### src/rtl/fetch_unit_r32i.sv
// Fetch front end: one req/ack read per accepted PC, 2-edge latency at single-cycle ack, word held on valid/ready.
// PCStall holds the PC while a read or a stalled decode is pending; FETCH_TIMEOUT_EN adds an ack-wait limit.
module fetch_unit_r32i #(
   parameter int               dataW     = 32,
   parameter logic [dataW-1:0] NOP_INSTR = dataW'(32'h00000013),
   parameter int               TIMEOUT   = 16
) (
   input  logic             clock,
   input  logic             reset,
   input  logic [dataW-1:0] ProgAddr,
   input  logic             Flush,
   output logic             PCStall,
   output logic             MemReq,
   output logic [dataW-1:0] MemAddr,
   input  logic             MemAck,
   input  logic [dataW-1:0] MemRData,
   output logic [dataW-1:0] Instr,
   output logic [dataW-1:0] InstrAddr,
   output logic             InstrValid,
   input  logic             InstrReady,
   output logic             FetchFault,
   output logic             TimeoutErr
);

   typedef enum logic [1:0] {IDLE, WAIT, DRAIN, HOLD} fetchStateT;

   fetchStateT       state, stateNxt;
   logic             accept;
   logic             memReqNxt, instrValidNxt, fetchFaultNxt;
   logic [dataW-1:0] memAddrNxt, instrNxt, instrAddrNxt;

`ifdef FETCH_TIMEOUT_EN
   localparam int CntW = (TIMEOUT > 1) ? $clog2(TIMEOUT) : 1;
   logic [CntW-1:0] waitCnt, waitCntNxt;
   logic            timeoutErrNxt, timeoutHit;

   assign timeoutHit = (waitCnt == CntW'(TIMEOUT - 1));
`else
   logic unusedTimeout;
   assign unusedTimeout = (TIMEOUT != 0);
   assign TimeoutErr    = 1'b0;
`endif

   // A redirect in HOLD wins over the handshake, so no address is taken that cycle.
   assign accept  = reset && ((state == IDLE) || ((state == HOLD) && InstrReady && !Flush));
   assign PCStall = !accept;

   always_comb begin
      stateNxt      = state;
      memReqNxt     = MemReq;
      memAddrNxt    = MemAddr;
      instrNxt      = Instr;
      instrAddrNxt  = InstrAddr;
      instrValidNxt = InstrValid;
      fetchFaultNxt = FetchFault;
`ifdef FETCH_TIMEOUT_EN
      timeoutErrNxt = TimeoutErr;
      waitCntNxt    = waitCnt;
`endif
      case (state)
         WAIT: begin
            if (MemAck) begin
               memReqNxt = 1'b0;
               if (Flush) begin
                  stateNxt = IDLE;
               end else begin
                  instrNxt      = MemRData;
                  instrValidNxt = 1'b1;
                  fetchFaultNxt = 1'b0;
                  stateNxt      = HOLD;
               end
            end else if (Flush) begin
               stateNxt = DRAIN;
`ifdef FETCH_TIMEOUT_EN
               waitCntNxt = '0;
`endif
            end
`ifdef FETCH_TIMEOUT_EN
            else if (timeoutHit) begin
               memReqNxt     = 1'b0;
               instrNxt      = NOP_INSTR;
               instrValidNxt = 1'b1;
               fetchFaultNxt = 1'b1;
               timeoutErrNxt = 1'b1;
               stateNxt      = HOLD;
            end else begin
               waitCntNxt = waitCnt + 1'b1;
            end
`endif
         end
         // The bus cannot withdraw a request, so a killed read still waits for its ack.
         DRAIN: begin
            if (MemAck) begin
               memReqNxt = 1'b0;
               stateNxt  = IDLE;
            end
`ifdef FETCH_TIMEOUT_EN
            else if (timeoutHit) begin
               memReqNxt = 1'b0;
               stateNxt  = IDLE;
            end else begin
               waitCntNxt = waitCnt + 1'b1;
            end
`endif
         end
         HOLD: begin
            if (Flush) begin
               instrValidNxt = 1'b0;
               fetchFaultNxt = 1'b0;
`ifdef FETCH_TIMEOUT_EN
               timeoutErrNxt = 1'b0;
`endif
               stateNxt      = IDLE;
            end
         end
         default: stateNxt = IDLE;
      endcase

      if (accept) begin
         instrAddrNxt = ProgAddr;
`ifdef FETCH_TIMEOUT_EN
         timeoutErrNxt = 1'b0;
`endif
         if (ProgAddr[1:0] == 2'b00) begin
            memReqNxt     = 1'b1;
            memAddrNxt    = ProgAddr;
            instrValidNxt = 1'b0;
            fetchFaultNxt = 1'b0;
            stateNxt      = WAIT;
`ifdef FETCH_TIMEOUT_EN
            waitCntNxt = '0;
`endif
         end else begin
            instrNxt      = NOP_INSTR;
            instrValidNxt = 1'b1;
            fetchFaultNxt = 1'b1;
            stateNxt      = HOLD;
         end
      end
   end

   always_ff @(posedge clock or negedge reset) begin
      if (!reset) begin
         state      <= IDLE;
         MemReq     <= 1'b0;
         MemAddr    <= '0;
         Instr      <= '0;
         InstrAddr  <= '0;
         InstrValid <= 1'b0;
         FetchFault <= 1'b0;
`ifdef FETCH_TIMEOUT_EN
         TimeoutErr <= 1'b0;
         waitCnt    <= '0;
`endif
      end else begin
         state      <= stateNxt;
         MemReq     <= memReqNxt;
         MemAddr    <= memAddrNxt;
         Instr      <= instrNxt;
         InstrAddr  <= instrAddrNxt;
         InstrValid <= instrValidNxt;
         FetchFault <= fetchFaultNxt;
`ifdef FETCH_TIMEOUT_EN
         TimeoutErr <= timeoutErrNxt;
         waitCnt    <= waitCntNxt;
`endif
      end
   end

endmodule

### config.mk
export PLATFORM = sky130hd
export DESIGN_NAME = fetch_unit_r32i
export DESIGN_NICKNAME = d
export VERILOG_FILES = /design/src/rtl/fetch_unit_r32i.sv
export SDC_FILE = /design/constraint.sdc
export NUM_CORES = 1
export LEC_CHECK = 0
export ABC_AREA = 1
export BUFFER_PORTS_ARGS = -buffer_cell sky130_fd_sc_hd__buf_2
export CAP_MARGIN = 40
export CORE_MARGIN = 1.5
export CORE_UTILIZATION = 40
export DETAILED_ROUTE_END_ITERATION = 8
export HOLD_SLACK_MARGIN = 0.02
export PLACE_DENSITY_LB_ADDON = 0.1
export SETUP_SLACK_MARGIN = 0.02
export SLEW_MARGIN = 40
export SYNTH_ARGS = -nofsm -noshare
export SYNTH_HDL_FRONTEND = slang
export SYNTH_SLANG_ARGS = --single-unit
### constraint.sdc
create_clock -name clock -period 2.5 [get_ports clock]
set_clock_uncertainty 0.15 [all_clocks]
set_input_delay 0.5 -clock clock [delete_from_list [all_inputs] [get_ports clock]]
set_output_delay 0.5 -clock clock [all_outputs]
set_load 0.01 [all_outputs]
; Yosys cells after proc, flatten, opt, wreduce, memory -nomap -nowiden
; Cells that the tools add are included.
; W data, S select, Z words.
[classes]
eq_ne = 8
mux = 27
reduce_logical = 13
[ops]
columns = op, count
row1 = $mux W32, 5
row2 = $mux W2, 7
row3 = $mux W1, 12
row4 = $ne A3 B3 Y1 const B, 4
row5 = $pmux W2 S3, 1
row6 = $eq A2 B2 Y1 const B, 2
row7 = $logic_not A2 Y1, 2
row8 = $ne A4 B4 Y1 const B, 1
row9 = $pmux W1 S2, 2
row10 = $reduce_and A4 Y1, 1
row11 = $logic_and A1 B1 Y1, 3
row12 = $reduce_and A3 Y1, 1
row13 = $reduce_bool A3 Y1, 1
row14 = $eq A2 B1 Y1 const B, 1
row15 = $logic_not A1 Y1, 2
row16 = $reduce_and A2 Y1, 1
row17 = $reduce_or A2 Y1, 1
row18 = $logic_or A1 B1 Y1, 1
[totals]
regBits = 101
in_bits = 69
output_inout_bits = 101
wordCells = 55

; Longest topological paths before layout
[depth]
word_depth = 7
depth_mapped = 10
mapped_depth_nobuf = 9

; Worst setup path after synthesis
; No wires, ideal clock.
[synth_path]
kind = reg-to-output
start = reg state[0]
end = out PCStall
arrival_time_ps = 1089
required_time_ps = 1850
slack_ps = 761
path_stages_with_launch = 6
path_buffers = 1
path_cell_list = dfrtp_1 -> ha_1 -> nand3_1 -> nand2_2 -> nand2_4 -> buf_2
[synth_between]
elab_chain_cells = 6
elab_cells_between_ends = 7
classes_between = 1 x eq/ne / 6 x reduce/logical
[synth_rtl]
columns = item, line_no
row1 = from (decl), 27  ; fetchStateT state, stateNxt;
row2 = from (signal assigned), 156  ; state <= stateNxt;
row3 = $eq A2 B2 Y1, 45  ; assign accept = reset && ((state == IDLE) || ((state == HOLD) && InstrReady && !Flush));
row4 = $logic_and A1 B1 Y1 (2 in a row), 45
row5 = $logic_or A1 B1 Y1 *, 45
row6 = $logic_and A1 B1 Y1 *, 45
row7 = $logic_not A1 Y1 *, 46  ; assign PCStall = !accept;
row8 = to (decl), 12  ; output logic PCStall,
; Every way passes the cells marked *; elsewhere a longest branch is shown, timed or not.

; Worst setup path after layout
[layout_path]
start = in reset
end = out PCStall
[layout_between]
elab_chain_cells = 2
[layout_rtl]
columns = item, line_no
row1 = from (decl), 9  ; input logic reset,
row2 = $logic_and A1 B1 Y1, 45
row3 = $logic_not A1 Y1, 46
; Every way passes these cells.

==> results.md <==
- # rows: 37
- Clk Latency, worst-skew pair: 0.36 ns
- Tmin final: 2.32 ns
- Syn nets: 589
- P_int: 3.60 mW
- CTS H-tree lvls: 3
- Initial antenna violation count: 0
- Leakage: 3.42 nW
- Ports: 170
- Core ar.: 0.0103 mm²
- Status: finished clean
- CP Buf/Inv Count: 3
- DRT iter0 DRCs: 190
- Clk root buf: clkbuf_8
- Post-Route WL: 10100 µm
- Area Growth Syn to Fin: 26.5%
- IO Port Bufs: 168
- Final setup violation count: 0
- Commonest non-fill, non-tap cell in the layout: nand2_1
- Critical path arrival: 1.67 ns
- Post-DR wirelength/cell: 12.3 µm
- Pwr Density: 1120 mW/mm²
- Worst Setup End Kind: primary output
- DRC: 0
- Final hold violations: 0
- Mapped cell area: 0.00422 mm²
- Longest Clk Path Bufs: 2
- ANT nets after route: 0
- Clock share of power: 16.0%
- Initial Util: 41.1%
- Syn Inst Count: 516
- CTS tree: built
- Synthesized area per cell: 8.19 µm²
- Pin count of the biggest net entering global routing: 48
- TritonCTS Buffers: 9
- Register Area: 0.00253 mm²
- Multi-input gate area: 0.00141 mm²
- Via density: 4.38
- 1st-pass router iterations: 5
- Max_slew headroom: 59.8%
- Max stage delay on crit path: 0.53 ns
- First-pass GRT wire length: 16700 µm
- CP Launch Type: input port
- Net Switching: 2.36 mW
- # Max-Cap Violations: 0
- Critical path cell sequence: dlygate4sd3_1 -> buf_4 -> nand2_8 -> buf_2
- Fmax: 431 MHz
- Flop pwr share: 44.7%
- Largest fanout on the critical path: 28
- Switching share of total power: 39.6%
- Cell variety after synth: 19
- Die Height: 106 µm
- Worst Tran Pin Value: 0.602 ns
- GRT Util Overall: 18.9%
- Fillers: 1026
- Synth Register Bits: 101
- Hold Crit Class: input port to register
- Vias in the first global route: 3413
- Final period utilization: 92.7%
- Sum Neg Setup Slack: 0 ns
- Share of cells above drive strength 1: 29.5%
- Most frequent cells in the layout: nand2_1, buf_2, dfrtp_1
- Fin nets: 753
- DP Wirelength: 6880 µm
- Post-Place Setup Slack: 0.389 ns
- DIE WIDTH: 106 µm
- Grt total ovfl: 0
- Worst setup margin: 0.182 ns
- Worst-path clk slew: 0.11 ns
- Die ar.: 0.0112 mm²
- Unrepaired setup endpoints after global routing: no
- CTS sink cnt: 101
- Crit path required time: 1.85 ns
- Critical path type: input port to primary output
- Slew Viols, Final: 0
- Logic pwr share: 39.3%
- Warnings from Yosys: 0
- Via count: 3598
- Gpl congestion: 0.742
- Worst vdd ir: 566 µV
- Slowest CP cell: dlygate4sd3_1
- Sequential area share after synthesis: 59.8%
- Antenna Cells: 0
- CP top delay family: buffers and inverters
-- synthesized netlist by cell type --
library cell / number / share of area, %
a21oi_1: 1 / 0.12
buf_2: 14 / 1.7
buf_4: 4 / 0.71
buf_6: 3 / 0.80
clkbuf_1: 2 / 0.18
conb_1: 1 / 0.089
dfrtp_1: 101 / 60
ha_1: 4 / 1.2
inv_1: 34 / 3.0
inv_2: 6 / 0.53
nand2_1: 329 / 29
nand2_2: 1 / 0.15
nand2_4: 1 / 0.27
nand3_1: 9 / 1.1
nand3_2: 2 / 0.47
nor2_1: 1 / 0.089
nor2_4: 1 / 0.27
o21bai_1: 1 / 0.18
or2_2: 1 / 0.15
-- cells by family (layout without fill, tap and decap cells) --
| logic type | Yosys count | count (layout) | share of synthesized area, % |
|---|---|---|---|
| buffers and inverters | 63 | 232 | 6.90 |
| and+or+nand+nor | 345 | 345 | 31.7 |
| DFF | 101 | 101 | 59.8 |
| AOI/OAI and AO/OA | 2 | 2 | 0.296 |
| other | 1 | 1 | 0.0888 |
| adders and majority gates | 4 | 4 | 1.18 |
-- cell type report --
cell class	instances	area share (%)
Multi-Input combinational cell	352	26.5
Inverter	40	2.81
Sequential cell	101	47.3
Clock inverter	6	0.867
Tap cell	136	3.19
Clock buffer	10	2.39
Timing Repair Buffer	176	17.0
-- power by group through the flow --
| stage | sequential, mW | combinational, mW | clock [mW] |
|---|---|---|---|
| 2_1_floorplan | 3.01 | 1.02 | 0 |
| 3_3_place_gp | 2.68 | 2.34 | 0 |
| 3_5_place_dp | 2.68 | 2.37 | 0 |
| 4_1_cts | 2.67 | 2.37 | 0.989 |
| 5_1_grt | 2.75 | 2.67 | 1.05 |
| 6_report | 2.66 | 2.34 | 0.953 |
-- stage by stage --
stage	power, mW	std cells	cell area [µm²]	util, %	hold WS [ns]
6_report	5.96	821	5340	52.0	0.187
5_1_grt	6.48	821	5340	52.0	0.171
4_1_cts	6.03	821	5330	51.9	0.170
3_5_place_dp	5.06	804	5150	50.1	0.212
3_3_place_gp	5.02	804	5150	50.1	0.209
2_1_floorplan	4.03	516	4220	-	0.0544
-- worst paths after layout --
path / startpoint / endpoint / slack, ns / cells past startpoint
max: reset / PCStall / 0.18 / 4
min: ProgAddr[21] / InstrAddr[21] / 0.19 / 3
max reg2reg: state[0] / Instr[18] / 0.40 / 7
min reg2reg: MemAddr[20] / MemAddr[20] / 0.33 / 2
max in group asynchronous: reset / InstrAddr[25] / 0.96 / 3
min in group asynchronous: reset / Instr[11] / 0.38 / 2
-- worst reg2reg max path, delay by kind of cell (launching register included) --
family	cells	cell delay, ns
AND/OR/NAND/NOR	4	0.79
adder cells (fa/ha/maj)	1	0.23
buffers and inverters	2	0.42
flip-flops	1	0.41
-- registers in the layout, summed over array words and instances (netlist names) --
| name | count |
|---|---|
| InstrAddr | 32 |
| MemAddr | 32 |
| InstrValid | 1 |
| FetchFault | 1 |
| state | 2 |
| Instr | 32 |
| MemReq | 1 |
-- metal layers --
| metal | global-route usage (%) | part of all wire (%) | up-vias |
|---|---|---|---|
| li1 | - | - | 1841 |
| met1 | 25.3 | 46 | 1619 |
| met2 | 29.9 | 45 | 126 |
| met3 | 5.32 | 8.3 | 12 |
| met4 | 5.89 | 1.3 | 0 |
| met5 | 0 | 0 | - |
-- timing repair --
item                                    4_1_cts  5_1_grt
endpoints found under the hold margin         9        0
gates resized for setup                       0        1
endpoints found under the setup margin        0        1
hold buffers                                  1        0
setup buffers                                 0        0
Power figures use the tool's default switching activity.
